==> config.mk <==
export PLATFORM = sky130hd
export DESIGN_NAME = branch_tag_tracker
export DESIGN_NICKNAME = d
export VERILOG_FILES = /design/src/rtl/branch_tag_tracker.sv
export SDC_FILE = /design/constraint.sdc
export NUM_CORES = 1
export LEC_CHECK = 0
export CAP_MARGIN = 10
export CELL_PAD_IN_SITES_DETAIL_PLACEMENT = 2
export CELL_PAD_IN_SITES_GLOBAL_PLACEMENT = 2
export CORE_MARGIN = 2
export CORE_UTILIZATION = 34
export CTS_CLUSTER_SIZE = 10
export DETAILED_ROUTE_END_ITERATION = 10
export PLACE_DENSITY_LB_ADDON = 0.1
export REMOVE_ABC_BUFFERS = 1
export SLEW_MARGIN = 20
export SYNTH_ARGS = -nofsm -noshare
export SYNTH_HDL_FRONTEND = slang
export SYNTH_SLANG_ARGS = --single-unit
export TNS_END_PERCENT = 50
==> constraint.sdc <==
create_clock -name clock -period 3.7 [get_ports clock]
set_input_delay 1.11 -clock clock [delete_from_list [all_inputs] [get_ports clock]]
set_output_delay 1.11 -clock clock [all_outputs]
set_load 0.1 [all_outputs]
==> src/rtl/branch_tag_tracker.sv <==
// rtl/branch_tag_tracker.sv - multi-branch tag allocator with kill/resolve pulses and slot masks
module branch_tag_tracker #(
  parameter int MAX_BRANCHES = 4,
  parameter int TAG_W        = $clog2(MAX_BRANCHES)
) (
  input  logic                    clock,
  input  logic                    reset,
  input  logic                    branch_detected,
  output logic                    alloc_ok,
  output logic [TAG_W-1:0]        alloc_tag,
  input  logic                    valid_in,
  input  logic [TAG_W-1:0]        resolve_tag,
  input  logic                    take_branch,
  output logic                    busy,
  output logic [MAX_BRANCHES-1:0] active_mask,
  output logic                    kill,
  output logic                    resolve,
  output logic [MAX_BRANCHES-1:0] kill_mask,
  output logic [MAX_BRANCHES-1:0] resolve_mask
);

  // dep[i] holds the set of branches that were older than slot i when it was allocated
  logic [MAX_BRANCHES-1:0] dep [MAX_BRANCHES];

  logic                    res_hit;
  logic                    squash_now;
  logic [MAX_BRANCHES-1:0] tag_onehot;
  logic [MAX_BRANCHES-1:0] squash_set;
  logic [MAX_BRANCHES-1:0] freed;
  logic [MAX_BRANCHES-1:0] alloc_onehot;

  assign busy       = &active_mask;
  assign res_hit    = valid_in & active_mask[resolve_tag];
  assign squash_now = res_hit & take_branch;
  assign alloc_ok   = branch_detected & ~busy & ~squash_now;
  assign tag_onehot = MAX_BRANCHES'(1) << resolve_tag;

  // Lowest-index free slot; scanning downward leaves the smallest index as the winner
  always_comb begin
    alloc_tag = '0;
    for (int i = MAX_BRANCHES - 1; i >= 0; i--) begin
      if (!active_mask[i]) alloc_tag = TAG_W'(i);
    end
  end

  // Mispredict squash set: the resolved branch plus every live branch that depends on it
  always_comb begin
    squash_set = tag_onehot;
    for (int j = 0; j < MAX_BRANCHES; j++) begin
      if (active_mask[j] && dep[j][resolve_tag]) squash_set[j] = 1'b1;
    end
  end

  // Slots released this cycle, and the slot being granted (never granted during a squash)
  always_comb begin
    freed = '0;
    if (res_hit) freed = take_branch ? squash_set : tag_onehot;
    alloc_onehot = alloc_ok ? (MAX_BRANCHES'(1) << alloc_tag) : '0;
  end

  // Slot state, dependency vectors and the registered one-cycle result pulses
  always_ff @(posedge clock or posedge reset) begin
    if (reset) begin
      active_mask  <= '0;
      kill         <= 1'b0;
      resolve      <= 1'b0;
      kill_mask    <= '0;
      resolve_mask <= '0;
      for (int i = 0; i < MAX_BRANCHES; i++) dep[i] <= '0;
    end else begin
      active_mask  <= (active_mask & ~freed) | alloc_onehot;
      kill         <= squash_now;
      resolve      <= res_hit & ~take_branch;
      kill_mask    <= squash_now ? squash_set : '0;
      resolve_mask <= (res_hit && !take_branch) ? tag_onehot : '0;
      for (int i = 0; i < MAX_BRANCHES; i++) begin
        if (alloc_onehot[i])
          // A slot freed this same cycle is no longer older than the new branch
          dep[i] <= active_mask & ~freed;
        else if (freed[i])
          dep[i] <= '0;
        else
          dep[i] <= dep[i] & ~freed;
      end
    end
  end

endmodule

# Yosys cells after proc, flatten, opt, wreduce, memory -nomap -nowiden
# Index checks and enable logic that the tools add are counted.
# op_classes
muxes,31
n_bitwise,15
reduce_logical,7
shifts,2
n_lt_le_gt_ge,1
# op_table
cell,n
$mux W4,13
$and A4 B4 Y4,5
$bmux W1 S2,5
$mux W1,9
$mux W2,4
$shl A1 B2 Y4 const A,2
$and A1 B1 Y1,5
$logic_and A1 B1 Y1,5
$not A4 Y4,1
$or A4 B4 Y4,1
$reduce_and A4 Y1,1
$lt A2 B3 Y1 const B,1
$not A1 Y1,3
$logic_not A1 Y1,1
# word_totals
word_cells,65
inputBits,7
reg_bits,30

# Longest topological paths before layout
# Gate-level depths: netlist of run 1.
# depth
ltp_word,10
ltp_mapped,7

# Worst setup path after synthesis of run 1
# No wires, ideal clock.
# synth_path
kind,register to output
startpoint,register active_mask[0]
endpoint,output port alloc_ok
required_ns,2.590
stages_incl_launch_ff,5
path_buffers,1
arrival_time_ns,3.748
setup_slack_ns,-1.158
path_cell_list,dfrtp_1 > clkbuf_1 > nand2_1 > nor2_1 > nor2_1
# synth_via
word_cells_on_any_way,9
# synth_rtl
element,line_no,source
start: declaration,15,"output logic [MAX_BRANCHES-1:0] active_mask,"
start signal: assignment,71,active_mask <= (active_mask & ~freed) | alloc_onehot;
$reduce_and A4 Y1,32,assign busy = &active_mask;
named net busy,14,"output logic busy,"
$not A1 Y1,35,assign alloc_ok = branch_detected & ~busy & ~squash_now;
$and A1 B1 Y1 (2 in series),35,
end: declaration,9,"output logic alloc_ok,"
# The timed path passes the listed nets, and every way through them passes these cells. The select of a mux whose other input is x is not followed.

# Worst setup path in the final report of run 1
# layout_path
startpoint,input port resolve_tag[1]
endpoint,output port alloc_ok
# layout_via
elab_chain_cells,6
# layout_rtl
element,line_no,source
start: declaration,12,"input logic [TAG_W-1:0] resolve_tag,"
$bmux W1 S2,33,assign res_hit = valid_in & active_mask[resolve_tag];
$mux W1 (not written as such),33,
$and A1 B1 Y1,33,
$and A1 B1 Y1,34,assign squash_now = res_hit & take_branch;
$not A1 Y1,35,
$and A1 B1 Y1,35,
# No other way between the ends. The select of a mux whose other input is x is not followed.

==> results of run 1 <==
repair_timing:
item	in CTS	in global routing
buffers inserted	0	0
gates resized for setup	1	0
setup endpoints to repair	1	0
cells by family (layout without fill, tap and decap cells):
group / Yosys count / in the layout / share of synthesized area [%]
buffers and inverters: 12 / 38 / 4.468
AOI/OAI and AO/OA: 36 / 36 / 20.64
DFF: 26 / 26 / 46.47
muxes: 3 / 3 / 3.932
and+or+nand+nor: 62 / 62 / 24.49
metrics by stage:
stage               std cells  hold WS, ns  TNS (ns)  setup slack [ns]  area (um^2)
floorplan                 130       0.4733    -2.594            -1.128         1349
global placement          211       0.5029  -0.04447          -0.04447         1672
detailed placement        211       0.5232  -0.06426          -0.06426         1672
CTS                       215       0.5456         0            0.1516         1742
global route              215       0.5954         0            0.1035         1742
finish                    215       0.5391         0            0.1576         1742
metal layers:
metal | vias up | GRT usage (%) | part of all wire [%]
met5 | - | 0 | 0
met4 | 0 | 7.250 | 1.1
met3 | 4 | 2.796 | 3.4
met2 | 30 | 39.20 | 53
met1 | 615 | 25.08 | 42
li1 | 536 | - | -
final timing paths:
check                          startpoint  cells past startpoint  slack (ns)      endpoint
setup / recovery           resolve_tag[1]                      5        0.16      alloc_ok
hold / removal                     dep[0]                      2        0.54        dep[0]
setup reg to reg           active_mask[1]                      6        1.71       dep[14]
hold reg to reg                    dep[0]                      2        0.54        dep[0]
max in group asynchronous           reset                      2        2.03  kill_mask[3]
min in group asynchronous           reset                      2        1.24          kill
worst max-delay path, stage by stage:
cell and delay, ns:
clkdlybuf4s50_1 0.57, nand3b_1 0.21, o221ai_4 0.13, nor2_1 0.19, buf_12 0.21
power groups by stage:
| stage | Sequential (W) | Clock, W | Combinational (W) |
|---|---|---|---|
| floorplan | 0.000669 | 0 | 0.000454 |
| global placement | 0.000490 | 0 | 0.000829 |
| detailed placement | 0.000499 | 0 | 0.000859 |
| CTS | 0.000494 | 0.000247 | 0.000865 |
| global route | 0.000508 | 0.000261 | 0.000911 |
| finish | 0.000493 | 0.000241 | 0.000858 |
cell usage in the layout (no fill, tap or decap), types with 2 or more instances in the layout:
master / instances
dfrtp_1: 26
buf_4: 24
nor2_1: 19
nand2_1: 13
a21oi_1: 10
nand3b_1: 5
and2_1: 5
clkdlybuf4s50_1: 5
o21ai_0: 4
nand2b_1: 3
a21boi_0: 3
nor3_1: 3
a21o_1: 3
clkbuf_8: 3
mux2i_4: 2
inv_1: 2
nand3_1: 2
nor2b_1: 2
a2bb2oi_1: 2
or3_4: 2
a21boi_1: 2
flip-flops by register name (all words and copies together), names as in the netlist:
| name | cells |
|---|---|
| kill | 1 |
| active_mask | 4 |
| kill_mask | 4 |
| resolve | 1 |
| resolve_mask | 4 |
| dep | 12 |
final cells by class:
class | count | share of cell area [%]
Sequential cell | 26 | 37.36
Tap cell | 50 | 3.592
Timing Repair Buffer | 31 | 14.87
Clock inverter | 1 | 1.724
Clock buffer | 3 | 2.371
Inverter | 3 | 0.6466
Multi-Input combinational cell | 101 | 39.44
==> reports/metrics.csv, run 1 <==
stage,metric,value,unit
power,power.leakage,0.7942,nW
power,power_frac_seq,31.0,%
synthesis,synth_edf_count,0,
min_path,hold_path.class,reg -> reg,
grt,grt_pass1_wl,6955,um
finish,nets,173,
grt,antenna_found_initial,0,
sta,worstMarginPinSlew,0.9345,ns
place,place_congestion,0.7111,
worst_setup_path,cp_data_arrival_time,2.43,ns
synthesis,netlist_area,0.001400,mm^2
power,pwr-share-comb,53.9,%
sta,finalClockSkew,0.008215,ns
synthesis,yosysMostFrequentCell,dfrtp_1,
worst_setup_path,critical_path_class,in -> out,
drt,drt_iter0_drc,52,
sta,fmax,0.2823,GHz
clock_tree,cts_made_buffers,3,
finish,n_antenna_cell,0,
sta,hold_viol,0,
grt,grt_max_degree,27,
finish,area_growth,24.40,%
floorplan,die-height,68.17,um
synthesis,yosys_register_bits,26,
grt,grt_pass1_vias,1300,
synthesis,synthArstFlopShare,100.0,%
synthesis,synth.top_cell.area_share,46.47,%
drt,wl_per_cell,19.98,um
grt,grt_usage,21.23,%
power,p_sw,0.0008346,W
sta,fin_crit_sh,95.74,%
clock_tree,cts_tree,built,
synthesis,ys_seq_area_share,46.47,%
sta,slew_viol_final,0,
floorplan,die_area,0.004647,mm^2
synthesis,avgSynthCellArea,10.07,um^2
power,ir_drop,0.0004772,V
finish,regArea,650.6,um^2
flow_run,max_cap_viol_count,0,
drt,firstDrtPassIters,4,
finish,final_core_util,43.86,%
synthesis,netlist_top_cells_area,"dfrtp_1, nor2_1, a21oi_1",
sta,rsz0062_at_grt,false,
drt,ant_nets,0,
clock_tree,clk-insertion-delay-late,0.28,ns
synthesis,yosysWarnings,0,
floorplan,pin_count,25,
clock_tree,cts_htree_levels,1,
worst_setup_path,end_kind,output port,
sta,slew_headroom,37.31,%
clock_tree,cts_root_buf,clkbuf_8,
grt,gr-total-overflow,0,
power,p_sw_share,52.39,%
finish,fill_cells,430,
synthesis,synth_ff_type,dfrtp_1,
power,finalPower,0.001593,W
worst_setup_path,cp-start-kind,input port,
power,power_density,914.6,mW/mm^2
worst_setup_path,cp_max_fo,4,
run_status,status,"finished, final reports clean",
place,io_buffers,24,
drt,viasPerCell,5.512,
place,dp_hpwl,3137,um
synthesis,synthTopCellsByCount,"dfrtp_1, nor2_1, nand2_1, a21oi_1",
worst_setup_path,cp.required,2.59,ns
clock_tree,cts-hold-fix-buffers,0,
drt,drc_errors,0,
floorplan,start_util,35.26,%
power,cell_internal_pwr,0.0007583,W
synthesis,synth.distinct_cells,43,
synthesis,yosys.area.top_type,dfrtp_1,
sta,min_period,3.542,ns
floorplan,core_area,0.003971,mm^2
floorplan,fp.dieW,68.17,um
power,power_frac_clock,15.2,%
sta,finalSetupViolCount,0,
clock_tree,clockBufferDepth,2,
finish,multi_input_area,686.9,um^2
finish,drive_gt1_share,25.45,%
drt,num_vias,1185,
clock_tree,clk_pin_slew,0.09,ns
drt,wl,4296,um
synthesis,synthCells,139,
floorplan,rows,23,
clock_tree,clock-sinks,26,
Note: power is estimated with default switching activity, not from simulation.
==> run 2: changes to the inputs <==
--- a/config.mk
+++ b/config.mk
@@ -10,8 +10,9 @@
 export CELL_PAD_IN_SITES_GLOBAL_PLACEMENT = 2
 export CORE_MARGIN = 2
 export CORE_UTILIZATION = 34
-export CTS_CLUSTER_SIZE = 10
+export CTS_CLUSTER_SIZE = 12
 export DETAILED_ROUTE_END_ITERATION = 10
+export HOLD_SLACK_MARGIN = 0.03
 export PLACE_DENSITY_LB_ADDON = 0.1
 export REMOVE_ABC_BUFFERS = 1
 export SLEW_MARGIN = 20
==> results of run 2 <==
No change in the layout: final DEF, timing and power equal those of run 1.
==> run 3: changes to the inputs <==
--- a/config.mk
+++ b/config.mk
@@ -5,7 +5,6 @@
 export SDC_FILE = /design/constraint.sdc
 export NUM_CORES = 1
 export LEC_CHECK = 0
-export CAP_MARGIN = 10
 export CELL_PAD_IN_SITES_DETAIL_PLACEMENT = 2
 export CELL_PAD_IN_SITES_GLOBAL_PLACEMENT = 2
 export CORE_MARGIN = 2
==> results of run 3 <==
No change in the layout: final DEF, timing and power equal those of run 1.
